$ cat src/rtl/tm1638_refresh_ctrl_if.sv
// ---------------------------------------------------------------------------
// tm1638_refresh_ctrl_if
// Request/status bundle between the display-data producer and the TM1638
// refresh controller.
//   start     one-cycle request to send a frame           (master -> slave)
//   seg_data  8 segment bytes, digit i = [8i+7:8i]         (master -> slave)
//   led       LED i on when led[i] = 1                     (master -> slave)
//   bright    brightness 0..7                              (master -> slave)
//   disp_on   1 = display enabled                          (master -> slave)
//   busy      frame in progress                            (slave -> master)
//   done      one-cycle pulse at frame end                 (slave -> master)
// ---------------------------------------------------------------------------
interface tm1638_refresh_ctrl_if;
    logic        start;
    logic [63:0] seg_data;
    logic [7:0]  led;
    logic [2:0]  bright;
    logic        disp_on;
    logic        busy;
    logic        done;

    modport master (
        output start, seg_data, led, bright, disp_on,
        input  busy, done
    );

    modport slave (
        input  start, seg_data, led, bright, disp_on,
        output busy, done
    );
endinterface

$ cat src/rtl/tm1638_refresh_ctrl.sv
// ---------------------------------------------------------------------------
// tm1638_refresh_ctrl
// Sends one complete TM1638 refresh frame over the stb/clk/dio pins:
// data command 0x40, address 0xC0 followed by 16 display bytes, and the
// display control byte. Inputs are snapshotted when a frame is accepted.
//
// Parameters
//   CLK_DIV         clk_50M cycles per tm_clk half-period
//   REFRESH_CYCLES  auto-refresh period (only with TM1638_AUTO_REFRESH_EN)
// Ports
//   clk_50M   system clock, rising edge
//   rst_n     asynchronous active-low reset
//   bus       request/status interface (slave modport)
//   tm_stb    TM1638 STB, active low
//   tm_clk    TM1638 CLK, idle high
//   tm_dio    TM1638 DIO, write-only, idle high
// Configuration macro
//   TM1638_AUTO_REFRESH_EN  adds a free-running timer whose terminal count
//                           acts as an extra start request.
// ---------------------------------------------------------------------------
module tm1638_refresh_ctrl #(
    parameter int CLK_DIV        = 25,
    parameter int REFRESH_CYCLES = 2500000
) (
    input  logic                        clk_50M,
    input  logic                        rst_n,
    tm1638_refresh_ctrl_if.slave        bus,
    output logic                        tm_stb,
    output logic                        tm_clk,
    output logic                        tm_dio
);

    localparam int              DIV_W    = (CLK_DIV > 1) ? $clog2(CLK_DIV) : 1;
    localparam logic [DIV_W-1:0] DIV_LAST = DIV_W'(CLK_DIV - 1);

    typedef enum logic [2:0] {
        IDLE, CMD_DATA, GAP1, ADDR_DATA, GAP2, CMD_DISP
    } state_t;

    // Position inside a transaction; in the gaps PH_SETUP/PH_HIGH mark the
    // first and second CLK_DIV half of the 2*CLK_DIV idle time.
    typedef enum logic [1:0] {
        PH_SETUP, PH_LOW, PH_HIGH, PH_TAIL
    } phase_t;

    state_t           state;
    phase_t           phase;
    logic [DIV_W-1:0] div_cnt;
    logic [2:0]       bit_cnt;
    logic [4:0]       byte_cnt;
    logic [63:0]      seg_sh;
    logic [7:0]       led_sh;
    logic [2:0]       bright_sh;
    logic             disp_on_sh;
    logic             pending;
    logic             busy_r;
    logic             done_r;

    logic             req;
    logic             div_end;
    logic             last_byte;
    logic [2:0]       bit_nxt;
    logic [7:0]       cur_byte;
    logic [7:0]       nxt_byte;

    assign bus.busy = busy_r;
    assign bus.done = done_r;

`ifdef TM1638_AUTO_REFRESH_EN
    localparam int RW = (REFRESH_CYCLES > 1) ? $clog2(REFRESH_CYCLES) : 1;
    localparam logic [RW-1:0] REFRESH_LAST = RW'(REFRESH_CYCLES - 1);

    logic [RW-1:0] refresh_cnt;
    logic          auto_tick;

    // Free-running period timer; its terminal count is an internal start.
    always_ff @(posedge clk_50M or negedge rst_n) begin
        if (!rst_n) begin
            refresh_cnt <= '0;
        end else if (refresh_cnt == REFRESH_LAST) begin
            refresh_cnt <= '0;
        end else begin
            refresh_cnt <= refresh_cnt + 1'b1;
        end
    end

    assign auto_tick = (refresh_cnt == REFRESH_LAST);
    assign req       = bus.start | auto_tick;
`else
    assign req = bus.start;
`endif

    assign div_end   = (div_cnt == DIV_LAST);
    assign last_byte = (state != ADDR_DATA) || (byte_cnt == 5'd16);
    assign bit_nxt   = bit_cnt + 3'd1;

    // Byte at position idx of the current transaction. In ADDR_DATA index 0
    // is the address command and index k>0 is display address k-1: even
    // addresses carry a digit's segments, odd ones the matching LED.
    function automatic logic [7:0] frame_byte(
        input state_t      st,
        input logic [4:0]  idx,
        input logic [63:0] seg,
        input logic [7:0]  leds,
        input logic [2:0]  br,
        input logic        on
    );
        logic [3:0] addr;
        logic [7:0] b;
        addr = 4'(idx - 5'd1);
        b    = 8'hFF;
        case (st)
            CMD_DATA:  b = 8'h40;
            ADDR_DATA: begin
                if (idx == 5'd0)
                    b = 8'hC0;
                else if (!addr[0])
                    b = seg[{addr[3:1], 3'b000} +: 8];
                else
                    b = {7'b0, leds[addr[3:1]]};
            end
            CMD_DISP:  b = on ? {5'b10001, br} : 8'h80;
            default:   b = 8'hFF;
        endcase
        return b;
    endfunction

    // Current byte and the one that follows it, from the snapshot registers.
    always_comb begin
        cur_byte = frame_byte(state, byte_cnt, seg_sh, led_sh, bright_sh, disp_on_sh);
        nxt_byte = frame_byte(state, byte_cnt + 5'd1, seg_sh, led_sh, bright_sh, disp_on_sh);
    end

    // Frame sequencer. Every timed step lasts CLK_DIV cycles, counted by
    // div_cnt; all pin values are registered so they change on clock edges.
    // A request seen outside IDLE is remembered in pending and starts the
    // next frame on the IDLE cycle that follows done.
    always_ff @(posedge clk_50M or negedge rst_n) begin
        if (!rst_n) begin
            state      <= IDLE;
            phase      <= PH_SETUP;
            div_cnt    <= '0;
            bit_cnt    <= '0;
            byte_cnt   <= '0;
            seg_sh     <= '0;
            led_sh     <= '0;
            bright_sh  <= '0;
            disp_on_sh <= 1'b0;
            pending    <= 1'b0;
            busy_r     <= 1'b0;
            done_r     <= 1'b0;
            tm_stb     <= 1'b1;
            tm_clk     <= 1'b1;
            tm_dio     <= 1'b1;
        end else begin
            done_r <= 1'b0;
            if (state != IDLE && req) begin
                pending <= 1'b1;
            end

            case (state)
                IDLE: begin
                    if (req || pending) begin
                        seg_sh     <= bus.seg_data;
                        led_sh     <= bus.led;
                        bright_sh  <= bus.bright;
                        disp_on_sh <= bus.disp_on;
                        pending    <= 1'b0;
                        busy_r     <= 1'b1;
                        state      <= CMD_DATA;
                        phase      <= PH_SETUP;
                        div_cnt    <= '0;
                        bit_cnt    <= '0;
                        byte_cnt   <= '0;
                        tm_stb     <= 1'b0;
                    end
                end

                GAP1, GAP2: begin
                    if (!div_end) begin
                        div_cnt <= div_cnt + 1'b1;
                    end else begin
                        div_cnt <= '0;
                        if (phase == PH_SETUP) begin
                            phase <= PH_HIGH;
                        end else begin
                            phase  <= PH_SETUP;
                            state  <= (state == GAP1) ? ADDR_DATA : CMD_DISP;
                            tm_stb <= 1'b0;
                        end
                    end
                end

                CMD_DATA, ADDR_DATA, CMD_DISP: begin
                    if (!div_end) begin
                        div_cnt <= div_cnt + 1'b1;
                    end else begin
                        div_cnt <= '0;
                        case (phase)
                            PH_SETUP: begin
                                phase  <= PH_LOW;
                                tm_clk <= 1'b0;
                                tm_dio <= cur_byte[bit_cnt];
                            end
                            PH_LOW: begin
                                phase  <= PH_HIGH;
                                tm_clk <= 1'b1;
                            end
                            PH_HIGH: begin
                                if (bit_cnt != 3'd7) begin
                                    bit_cnt <= bit_nxt;
                                    phase   <= PH_LOW;
                                    tm_clk  <= 1'b0;
                                    tm_dio  <= cur_byte[bit_nxt];
                                end else if (!last_byte) begin
                                    bit_cnt  <= 3'd0;
                                    byte_cnt <= byte_cnt + 5'd1;
                                    phase    <= PH_LOW;
                                    tm_clk   <= 1'b0;
                                    tm_dio   <= nxt_byte[0];
                                end else begin
                                    bit_cnt <= 3'd0;
                                    phase   <= PH_TAIL;
                                    tm_dio  <= 1'b1;
                                end
                            end
                            PH_TAIL: begin
                                tm_stb   <= 1'b1;
                                byte_cnt <= 5'd0;
                                phase    <= PH_SETUP;
                                if (state == CMD_DATA) begin
                                    state <= GAP1;
                                end else if (state == ADDR_DATA) begin
                                    state <= GAP2;
                                end else begin
                                    state  <= IDLE;
                                    done_r <= 1'b1;
                                    busy_r <= pending | req;
                                end
                            end
                            default: phase <= PH_SETUP;
                        endcase
                    end
                end

                default: begin
                    state  <= IDLE;
                    phase  <= PH_SETUP;
                    tm_stb <= 1'b1;
                    tm_clk <= 1'b1;
                    tm_dio <= 1'b1;
                end
            endcase
        end
    end

endmodule
$ cat src/flat_wrapper.sv
// flat-port wrapper written by rule: the top's interface ports become plain ports
module tm1638_refresh_ctrl_flat 
#(
    parameter int CLK_DIV        = 25,
    parameter int REFRESH_CYCLES = 2500000
)
  (clk_50M, rst_n, tm_stb, tm_clk, tm_dio, bus_start, bus_seg_data, bus_led, bus_bright, bus_disp_on, bus_busy, bus_done);
  tm1638_refresh_ctrl_if bus_i ();
  input  logic clk_50M;
  input  logic rst_n;
  output logic tm_stb;
  output logic tm_clk;
  output logic tm_dio;
  input wire logic [$bits(bus_i.start)-1:0] bus_start;
  input wire logic [$bits(bus_i.seg_data)-1:0] bus_seg_data;
  input wire logic [$bits(bus_i.led)-1:0] bus_led;
  input wire logic [$bits(bus_i.bright)-1:0] bus_bright;
  input wire logic [$bits(bus_i.disp_on)-1:0] bus_disp_on;
  output wire logic [$bits(bus_i.busy)-1:0] bus_busy;
  output wire logic [$bits(bus_i.done)-1:0] bus_done;
  assign bus_i.start = bus_start;
  assign bus_i.seg_data = bus_seg_data;
  assign bus_i.led = bus_led;
  assign bus_i.bright = bus_bright;
  assign bus_i.disp_on = bus_disp_on;
  assign bus_busy = bus_i.busy;
  assign bus_done = bus_i.done;
  tm1638_refresh_ctrl #(.CLK_DIV(CLK_DIV), .REFRESH_CYCLES(REFRESH_CYCLES)) u_core (.clk_50M(clk_50M), .rst_n(rst_n), .bus(bus_i), .tm_stb(tm_stb), .tm_clk(tm_clk), .tm_dio(tm_dio));
endmodule
$ cat config.mk
export PLATFORM = sky130hd
export DESIGN_NAME = tm1638_refresh_ctrl_flat
export DESIGN_NICKNAME = d
export VERILOG_FILES = /design/src/rtl/tm1638_refresh_ctrl_if.sv /design/src/rtl/tm1638_refresh_ctrl.sv /design/src/flat_wrapper.sv
export SDC_FILE = /design/constraint.sdc
export NUM_CORES = 1
export LEC_CHECK = 0
export BUFFER_PORTS_ARGS = -buffer_cell sky130_fd_sc_hd__buf_2
export CAP_MARGIN = 20
export CORE_ASPECT_RATIO = 1.1
export CORE_MARGIN = 2
export CORE_UTILIZATION = 26
export DETAILED_ROUTE_END_ITERATION = 10
export PLACE_DENSITY_LB_ADDON = 0.1
export SYNTH_ARGS = -nofsm -noshare
export SYNTH_HDL_FRONTEND = slang
export SYNTH_SLANG_ARGS = --single-unit
$ cat constraint.sdc
create_clock -name clk_50M -period 5.85 [get_ports clk_50M]
set_input_delay 0.2925 -clock clk_50M [delete_from_list [all_inputs] [get_ports clk_50M]]
set_output_delay 0.2925 -clock clk_50M [all_outputs]
set_load 0.01 [all_outputs]
==> run_results.csv, run 1 <==
group,metric,value,unit
global_routing,grt_pass1_wl,24410,µm
routing,drt_iter0_drc,339,
routing,ant_nets,0,
cts,cts_tree,"yes",
critical_path,arrival,4.18,ns
timing,relSlewSlack,0.3166,
cts,cts_root_buf,"clkbuf_16",
final_layout,final.fill_count,2171,
placement,dpl-instance-area,6082,µm²
critical_path,cp.required,6.12,ns
timing,fin_hold_ws,0.1104,ns
placement,place.gp.congestion,0.8321,
routing,drc_errors,0,
placement,io_buffers,83,
outcome,status,"finished, final reports clean",
yosys,synth_cell_types,57,
global_routing,grt_start_max_net_pins,79,
timing,setup-tns-final,0,ns
critical_path,r2r-start,"u_core.byte_cnt[0]",
routing,vias_per_cell,4.780,
cts,post_cts_buffers,0,
critical_path,regToRegSetupSlack,1.94,ns
critical_path,worstSetupStartpointType,"flip-flop",
routing,drt_first_pass_iters,4,
timing,timing.final.max_slew_violations,0,
yosys,synth_warnings,0,
power_and_ir_drop,power,3.196,mW
critical_path,crit_fanout,26,
yosys,synth_area_leaders,"dfrtp_1, nand2_1, mux4_1",
yosys,ys_seq_area_frac,0.4585,
cts,cts_buffers,9,
routing,via_count,4498,
timing,fmax,255.4,MHz
timing,setup_slack,1.935,ns
routing,drt-total-wl,15110,µm
timing,setup_viol,0,
cts,cts.path.max_buffers,2,
die,initial_utilization,0.2657,
critical_path,crit_type,"reg -> reg",
die,die_h,156.1,µm
power_and_ir_drop,p_leak,3.144,nW
yosys,yosysTopAreaCell,"dfrtp_1",
min_path,hold_depth,3,
min_path,min-delay-start,"bus_seg_data[5]",
timing,period_minus_slack,3.915,ns
cts,clk_pin_slew,0.08,ns
power_and_ir_drop,vdd_drop_max,150.6,µV
yosys,ys_ff_latch,100,
critical_path,r2r.worst_path.cells,10,
placement,dp_hpwl,10450,µm
global_routing,grt_remaining_overflow,0,
yosys,synth_edf_count,0,
die,die_w,142.3,µm
yosys,synth_nets,707,
global_routing,track_usage,0.1421,
yosys,avgSynthCellArea,8.874,µm²
final_layout,fin_area,6404,µm²
timing,finalClockSkew,0.009321,ns
yosys,synthArstFlopShare,1.000,
yosys,syn_inst,616,
final_layout,layout-drive-gt1-share,0.1708,
routing,wl_per_cell,16.05,µm
yosys,netlist_area,5466,µm²
final_layout,syn2layout_area_growth,17.14,%
cts,clock_sinks,100,
placement,place_ws,1.897,ns
yosys,synth_top_area_frac,0.4440,
die,core_area,20580,µm²
job,max-cap-violations,0,
final_layout,antenna_cells,0,
min_path,hold_end,"u_core.seg_sh[5]",
power_and_ir_drop,power_density,499.0,nW/µm²
die,die_area,22200,µm²
die,ios,84,
timing,timing.final.crit_share,0.6692,
cts,h-tree-depth,3,
global_routing,antenna_found_initial,0,
min_path,min_path_type,"in -> reg",
critical_path,r2r-end,"u_core.tm_dio",
timing,hold_viol_final,0,
cts,clock_latency,0.36,ns
global_routing,grt_pass1_vias,4507,
yosys,synth_ff_type,"dfrtp_1",
final_layout,layout.nets,771,
timing,worstMarginPinSlew,1.025,ns
timing,rsz0062_at_grt,"false",
die,rows,55,
critical_path,crit_path_end_kind,"flip-flop",
==> layout make-up <==
cell class / instances / area, µm² / share of cell area
well taps: 256 / 320.3 / 0.05002
multi-input cells: 466 / 2759 / 0.4308
inverters: 15 / 56.30 / 0.008792
repair buffers: 88 / 455.4 / 0.07112
clock inverters: 7 / 81.33 / 0.01270
clock buffers: 9 / 225.2 / 0.03517
flip-flops and latches: 100 / 2506 / 0.3914
==> flip-flops by register name, summed over array words and instances (netlist names) <==
signal,cells
u_core.state,3
u_core.bright_sh,3
u_core.tm_stb,1
u_core.phase,2
u_core.bus.done,1
u_core.led_sh,8
u_core.seg_sh,64
u_core.tm_clk,1
u_core.byte_cnt,5
u_core.div_cnt,5
u_core.tm_dio,1
u_core.bus.busy,1
u_core.disp_on_sh,1
u_core.bit_cnt,3
u_core.pending,1
==> how the worst max path moves through the flow <==
stage / cells past startpoint / from / end
after global routing: 10 / u_core.byte_cnt[0] / u_core.tm_dio
final: 10 / u_core.byte_cnt[0] / u_core.tm_dio
after detailed placement: 10 / u_core.byte_cnt[0] / u_core.tm_dio
after global placement: 10 / u_core.byte_cnt[0] / u_core.tm_dio
after floorplan: 12 / u_core.byte_cnt[1] / u_core.tm_dio
after CTS: 10 / u_core.byte_cnt[0] / u_core.tm_dio
==> metrics by stage <==
stage | std cells | utilization
after CTS | 940 | 0.3110
after global routing | 941 | 0.3112
after floorplan | 616 | -
after detailed placement | 923 | 0.2956
final | 941 | 0.3112
after global placement | 923 | 0.2956
==> synth_stat cells, types with 4 or more instances <==
| cell type | number |
|---|---|
| o21ai_0 | 22 |
| ha_1 | 12 |
| nor4_1 | 4 |
| nor3_1 | 11 |
| inv_1 | 15 |
| nor2_1 | 22 |
| dfrtp_1 | 97 |
| nand3b_1 | 5 |
| nand3_1 | 11 |
| nor2b_1 | 5 |
| mux2i_1 | 5 |
| nand4_1 | 5 |
| o31ai_1 | 5 |
| o211ai_1 | 4 |
| clkbuf_1 | 30 |
| nand2_1 | 258 |
| mux4_1 | 17 |
| a21oi_1 | 22 |
| a31oi_1 | 10 |
| nor3b_1 | 4 |
==> cells by family (layout without fill, tap and decap cells) <==
kind of cell,count (synthesis),in the layout,synth area share
xor gates and xnor gates,4,4,0.009844
muxes,25,25,0.1012
and+or+nand+nor,338,338,0.2614
buffers and inverters,50,119,0.04028
adders and majority gates,12,12,0.02747
AOI/OAI and AO/OA,87,87,0.1014
DFF,100,100,0.4585
==> repair_timing <==
action                                  CTS  global route
gates resized for setup                   0             0
endpoints found under the setup margin    0             0
hold buffers                              1             0
hold endpoints to repair                 37             0
==> metal layers <==
| metal | vias to the layer above | track usage | routed length (µm) |
|---|---|---|---|
| li1 | 2225 | - | - |
| met1 | 2166 | 0.1909 | 7013 |
| met2 | 97 | 0.2307 | 7352 |
| met3 | 10 | 0.02885 | 583 |
| met4 | 0 | 0.04333 | 156 |
| met5 | - | 0 | 0 |
==> worst max-delay path: stages, from the launching register on <==
cell and delay, ns:
dfrtp_1 0.64, inv_1 0.20, ha_1 1.02, nor4bb_1 0.15
or2_2 0.35, o211ai_2 0.33, mux2_2 0.39, o311a_1 0.29
a31oi_1 0.17, o21a_1 0.18, o32ai_1 0.10
==> cell usage in the layout (no fill, tap or decap), types with 3 or more instances in the layout <==
| cell type | n |
|---|---|
| nor4_1 | 4 |
| dfstp_2 | 3 |
| clkbuf_16 | 9 |
| a31oi_1 | 10 |
| nand3b_1 | 5 |
| buf_4 | 4 |
| a22oi_1 | 3 |
| mux4_1 | 17 |
| nor2_1 | 22 |
| nand3_1 | 11 |
| o211ai_1 | 4 |
| a21oi_1 | 22 |
| nand2b_1 | 3 |
| ha_1 | 12 |
| buf_2 | 82 |
| mux2i_1 | 5 |
| o31ai_1 | 5 |
| dfrtp_1 | 97 |
| inv_1 | 15 |
| nand2_1 | 258 |
| nor3_1 | 11 |
| o21ai_0 | 22 |
| nand4_1 | 5 |
| nor3b_1 | 4 |
| nor2b_1 | 4 |
==> report_power, final <==
group | switching [mW] | total, mW | internal (mW)
logic | 0.716 | 1.31 | 0.592
clock network | 0.294 | 0.633 | 0.339
registers | 0.258 | 1.25 | 0.997
Power figures use the tool's default switching activity.
==> inputs of run 2 (changes only) <==
==> constraint.sdc (replaced) <==
create_clock -name clk_50M -period 3.3 [get_ports clk_50M]
set_input_delay 0.165 -clock clk_50M [delete_from_list [all_inputs] [get_ports clk_50M]]
set_output_delay 0.165 -clock clk_50M [all_outputs]
set_load 0.01 [all_outputs]
==> run 2 against run 1 <==
  * Clock skew fell by 0.0011 ns
  * Final area rose by 7.0%
  * Sequential share of layout area fell by 2.6 points
  * Count of clock-buffer cells in the layout did not move
  * Flip-flop and latch count did not move
  * Setup slack got worse by 1.6 ns
  * Via count rose by 3.5%
  * Clock power rose by 77%
  * Global-route usage rose by 0.53 points
  * Largest cell class unchanged
  * Largest power group unchanged
==> run_results.csv, run 2 (synthesis gave the netlist of run 1 again) <==
group,metric,value,unit
critical_path,crit_path_end_kind,"flip-flop",
final_layout,fin_cells,985,
final_layout,final_cell_mix,"nand2_1, dfrtp_1, buf_2, dlygate4sd3_1",
critical_path,worstSetupStartpointType,"flip-flop",
critical_path,crit_type,"reg -> reg",
critical_path,cp_common_cell,"nand3_1",
die,die_w,142.3,µm
critical_path,cp.required,3.55,ns
final_layout,final_common_cell,"nand2_1",
die,die_h,156.1,µm
critical_path,path_cells,"inv_1 > ha_2 > xor2_4 > buf_12 > mux4_1 > nand3_1 > nand3_1 > a221oi_1 > nor3_1 > nor4_1 > o32ai_1",
cts,h-tree-depth,3,
die,ios,84,
cts,cts_tree,"yes",
timing,timing.final.crit_share,0.9122,
global_routing,grt_remaining_overflow,0,
final_layout,largest_reg_flops,64,
power_and_ir_drop,power_density,847.4,nW/µm²
timing,timing.final.max_slew_violations,0,
power_and_ir_drop,vdd_drop_max,307.5,µV
final_layout,syn2layout_area_growth,25.38,%
cts,post_cts_buffers,0,
min_path,min_path_type,"in -> reg",
global_routing,track_usage,0.1474,
cts,cts.path.max_buffers,2,
placement,place_inst,936,
routing,via_count,4654,
timing,worstMarginPinSlew,0.7679,ns
final_layout,layout-drive-gt1-share,0.1811,
routing,wl_per_cell,15.94,µm
timing,setup-tns-final,0,ns
cts,clk_pin_slew,0.08,ns
routing,drc_errors,0,
job,max-cap-violations,0,
cts,cts_buffers,9,
routing,vias_per_cell,4.725,
timing,period_minus_slack,3.010,ns
outcome,status,"finished, final reports clean",
routing,ant_nets,0,
critical_path,crit_path_max_incr_delay,0.56,ns
cts,clock_latency,0.35,ns
die,initial_utilization,0.2657,
placement,place.gp.congestion,0.7786,
die,die_area,22200,µm²
die,rows,55,
critical_path,crit_path_top_delay_cell,"mux4_1",
final_layout,antenna_cells,0,
timing,fmax,332.2,MHz
routing,drt_iter0_drc,245,
routing,drt-total-wl,15700,µm
final_layout,layout.nets,815,
placement,dp_hpwl,11460,µm
die,core_area,20580,µm²
global_routing,grt_pass1_wl,25390,µm
timing,setup_viol,0,
final_layout,reg.largest.list,"u_core.seg_sh: 64 flops, u_core.led_sh: 8 flops",
global_routing,grt_start_max_net_pins,79,
routing,drt_first_pass_iters,4,
critical_path,crit_fanout,15,
power_and_ir_drop,p_leak,3.359,nW
final_layout,regMostFlops,"u_core.seg_sh",
timing,hold_viol_final,0,
timing,relSlewSlack,0.4881,
cts,clock_sinks,100,
final_layout,final.fill_count,2137,
cts,cts_root_buf,"clkbuf_16",
critical_path,arrival,3.26,ns
timing,rsz0062_at_grt,"false",
placement,io_buffers,83,
timing,finalClockSkew,0.008195,ns
global_routing,antenna_found_initial,0,
timing,fin_hold_ws,0.004385,ns
global_routing,grt_pass1_vias,4692,
## run 2: cell count changes in the layout (fill, tap and decap cells not counted)
cell,delta
dlygate4sd3_1,+31
buf_4,+12
clkinv_4,+2
clkinvlp_4,-2
a22oi_1,-1
a22oi_2,+1
buf_12,+1
buf_16,+1
clkbuf_2,-1
ha_1,-1
ha_2,+1
inv_6,+1
inv_8,-1
## run 2: metal layers
layer  vias to the layer above  global-route usage  wire [µm]  share of wire
li1                       2316                   -          -              -
met1                      2231              0.1973       7354           0.47
met2                        91              0.2450       7639           0.49
met3                        16             0.02578        478          0.030
met4                         0             0.04143        228          0.015
met5                         -                   0          0              0
## run 2: power breakdown
group,switching (mW),internal [mW]
Sequential,0.445,1.77
Combinational,1.32,1.15
Clock,0.514,0.601
Total,2.28,3.52
## run 2: worst max-delay path, delay by kind of cell (launching register included)
kind | cells | cell delay [ns]
and+or+nand+nor | 4 | 0.60
AOI/OAI and AO/OA | 2 | 0.47
buffers and inverters | 2 | 0.37
DFF | 1 | 0.39
muxes | 1 | 0.56
adders and majority gates | 1 | 0.26
xor gates and xnor gates | 1 | 0.25
## run 2: area by class of cell
class	instances	area, µm²	share of cell area
clock buffers	9	225.2	0.03286
clock inverters	7	81.33	0.01187
inverters	15	56.30	0.008215
multi-input cells	466	2766	0.4036
flip-flops and latches	100	2506	0.3656
well taps	256	320.3	0.04673
repair buffers	132	898.4	0.1311
## run 2: stage by stage
step | setup WS (ns) | util | power (mW) | instance area (µm²)
after floorplan | 0.3925 | - | 3.926 | 5466
after CTS | 0.2459 | 0.3314 | 5.897 | 6819
after detailed placement | 0.2766 | 0.3009 | 4.719 | 6192
after global routing | 0.05467 | 0.3331 | 6.305 | 6854
final | 0.2898 | 0.3331 | 5.808 | 6854
after global placement | 0.3563 | 0.3009 | 4.685 | 6192
## run 2: path summary, 6_finish.rpt
path / depth (start not counted) / start / to / slack (ns)
worst min-delay path: 3 / bus_seg_data[46] / u_core.seg_sh[46] / 0.004
worst max-delay path: 11 / u_core.byte_cnt[0] / u_core.tm_dio / 0.29
worst min register to register: 2 / u_core.seg_sh[61] / u_core.seg_sh[61] / 0.47
max in group asynchronous: 4 / rst_n / u_core.tm_dio / 2.22
worst max register to register: 11 / u_core.byte_cnt[0] / u_core.tm_dio / 0.29
min in group asynchronous: 2 / rst_n / u_core.led_sh[2] / 0.18
## run 2: what timing repair did
| action | in CTS | in global routing |
|---|---|---|
| resized for setup | 0 | 2 |
| hold endpoints to repair | 35 | 0 |
| setup endpoints to repair | 0 | 1 |
| hold buffers | 32 | 0 |
==> inputs of run 3 (changes only) <==
--- a/config.mk
+++ b/config.mk
@@ -5,12 +5,12 @@
 export SDC_FILE = /design/constraint.sdc
 export NUM_CORES = 1
 export LEC_CHECK = 0
-export BUFFER_PORTS_ARGS = -buffer_cell sky130_fd_sc_hd__buf_2
 export CAP_MARGIN = 20
 export CORE_ASPECT_RATIO = 1.1
 export CORE_MARGIN = 2
 export CORE_UTILIZATION = 26
 export DETAILED_ROUTE_END_ITERATION = 10
+export DONT_BUFFER_PORTS = 1
 export PLACE_DENSITY_LB_ADDON = 0.1
 export SYNTH_ARGS = -nofsm -noshare
 export SYNTH_HDL_FRONTEND = slang
==> run 3 against run 2 <==
  * Power decreased by 1.4%
  * Global-route usage decreased by 0.22 points
  * Clock skew decreased by 0.0013 ns
  * Non-clock buffer count decreased by 40
  * Wire length decreased by 2.3%
  * Count of clock-buffer cells in the layout unchanged
  * Core utilization about the same
  * Combinational power about the same
  * Fmax increased by 2.5%
  * Register-to-register slack improved by 0.07 ns
  * Sequential power about the same
  * Critical path type unchanged
  * Largest power group unchanged
  * Highest routed layer unchanged
==> run_results.csv, run 3 (synthesis gave the netlist of run 1 again) <==
group,metric,value,unit
routing,drc_errors,0,
routing,drt_first_pass_iters,6,
die,core_area,20580,µm²
placement,place_inst,851,
power_and_ir_drop,power_density,835.9,nW/µm²
placement,dpl-instance-area,5759,µm²
timing,timing.final.max_slew_violations,0,
routing,via_count,4494,
min_path,min-delay-start,"bus_start",
min_path,min_path_type,"in -> reg",
cts,h-tree-depth,3,
timing,rsz0062_at_grt,"false",
placement,place.gp.congestion,0.7666,
cts,post_cts_buffers,0,
global_routing,grt_remaining_overflow,0,
global_routing,track_usage,0.1452,
cts,cts_root_buf,"clkbuf_16",
final_layout,fin_area,6848,µm²
timing,relSlewSlack,0.4309,
placement,dp_hpwl,10800,µm
final_layout,layout-drive-gt1-share,0.06531,
critical_path,r2r-start,"u_core.byte_cnt[0]",
timing,setup-tns-final,0,ns
timing,finalClockSkew,0.006867,ns
critical_path,r2r-end,"u_core.tm_dio",
timing,setup_slack,0.3623,ns
critical_path,crit_type,"reg -> reg",
cts,clk_pin_slew,0.08,ns
routing,wl_per_cell,16.23,µm
timing,fin_hold_ws,0.02910,ns
routing,drt-total-wl,15330,µm
critical_path,cp.required,3.56,ns
routing,vias_per_cell,4.756,
routing,ant_nets,0,
placement,place_ws,0.3721,ns
final_layout,antenna_cells,0,
min_path,hold_depth,2,
cts,cts_resized,0,
global_routing,antenna_found_initial,0,
power_and_ir_drop,vdd_drop_max,318.9,µV
final_layout,fin_cells,945,
timing,period_minus_slack,2.938,ns
die,initial_utilization,0.2657,
min_path,hold_end,"u_core.pending",
die,die_area,22200,µm²
timing,worstMarginPinSlew,0.8504,ns
final_layout,final_common_cell,"nand2_1",
final_layout,reg.largest.list,"u_core.seg_sh: 64 flops, u_core.led_sh: 8 flops",
placement,io_buffers,0,
cts,clock_latency,0.35,ns
critical_path,crit_fanout,18,
die,ios,84,
job,max-cap-violations,0,
timing,hold_viol_final,0,
cts,postCtsHoldBufs,78,
cts,cts_buffers,9,
final_layout,final.fill_count,2129,
cts,cts.path.max_buffers,2,
final_layout,regMostFlops,"u_core.seg_sh",
die,die_h,156.1,µm
critical_path,worstSetupStartpointType,"flip-flop",
cts,cts_tree,"yes",
timing,fmax,340.4,MHz
final_layout,multi_input_area,2759,µm²
die,die_w,142.3,µm
die,rows,55,
critical_path,r2r.worst_path.cells,11,
final_layout,final_cell_mix,"nand2_1, dfrtp_1, dlygate4sd3_1",
final_layout,final-seq-area,2506,µm²
global_routing,grt_start_max_net_pins,101,
critical_path,regToRegSetupSlack,0.36,ns
timing,setup_viol,0,
global_routing,grt_pass1_vias,4618,
outcome,status,"finished, final reports clean",
cts,clock_sinks,100,
final_layout,largest_reg_flops,64,
power_and_ir_drop,p_leak,3.197,nW
final_layout,syn2layout_area_growth,25.27,%
timing,timing.final.crit_share,0.8902,
routing,drt_iter0_drc,273,
critical_path,crit_path_end_kind,"flip-flop",
final_layout,layout.nets,775,
global_routing,grt_pass1_wl,25090,µm
critical_path,arrival,3.20,ns
[run 3: cell count changes in the layout (fill, tap and decap cells not counted)]
| cell | change |
|---|---|
| ha_1 | +1 |
| bufinv_16 | -1 |
| a22oi_1 | +1 |
| inv_6 | +2 |
| inv_8 | -1 |
| buf_4 | -3 |
| ha_2 | -1 |
| buf_2 | -82 |
| a22oi_2 | -1 |
| clkinv_8 | +1 |
| clkinv_4 | -1 |
| dlygate4sd3_1 | +45 |
[run 3: where the power goes]
| part | total [mW] | leakage [nW] | switching, mW | internal, mW |
|---|---|---|---|---|
| clock | 1.07 | 0.144 | 0.537 | 0.531 |
| sequential | 2.21 | 1.23 | 0.436 | 1.77 |
| combinational | 2.45 | 1.83 | 1.31 | 1.14 |
[run 3: layout make-up]
type / count / share of cell area
clock buffer: 9 / 0.03289
clock inverter: 7 / 0.009501
inverter: 15 / 0.008222
multi-input combinational: 466 / 0.4029
sequential: 100 / 0.3660
tap: 256 / 0.04678
timing repair buffer: 92 / 0.1337
[run 3: metrics by stage]
step,util,power (mW)
floorplan,-,3.926
global placement,0.2799,4.601
detailed placement,0.2799,4.641
CTS,0.3328,5.845
global route,0.3328,6.231
finish,0.3328,5.724
[run 3: metal layers]
| layer | track usage | routed length, µm | up-vias |
|---|---|---|---|
| li1 | - | - | 2239 |
| met2 | 0.2471 | 7602 | 76 |
| met5 | 0 | 0 | - |
| met4 | 0.04143 | 273 | 0 |
| met1 | 0.1892 | 6976 | 2160 |
| met3 | 0.02578 | 482 | 19 |
[run 3: how the worst max path moves through the flow]
stage                       startpoint             to  slack, ns  depth (start not counted)
floorplan           u_core.byte_cnt[1]  u_core.tm_dio       0.39                         12
detailed placement  u_core.byte_cnt[0]  u_core.tm_dio       0.37                         11
global route        u_core.byte_cnt[0]  u_core.tm_dio       0.09                         11
CTS                 u_core.byte_cnt[0]  u_core.tm_dio       0.33                         11
finish              u_core.byte_cnt[0]  u_core.tm_dio       0.36                         11
global placement    u_core.byte_cnt[0]  u_core.tm_dio       0.38                         11
[run 3: critical path, stage by stage (launching register included)]
cell and delay (ns):
dfrtp_1 0.39, inv_1 0.16, ha_1 0.26, xor2_4 0.18
buf_12 0.20, mux4_1 0.58, a21oi_1 0.16, nand2_1 0.09
o41ai_1 0.27, nor3_1 0.10, nor4_1 0.32, o32ai_1 0.13
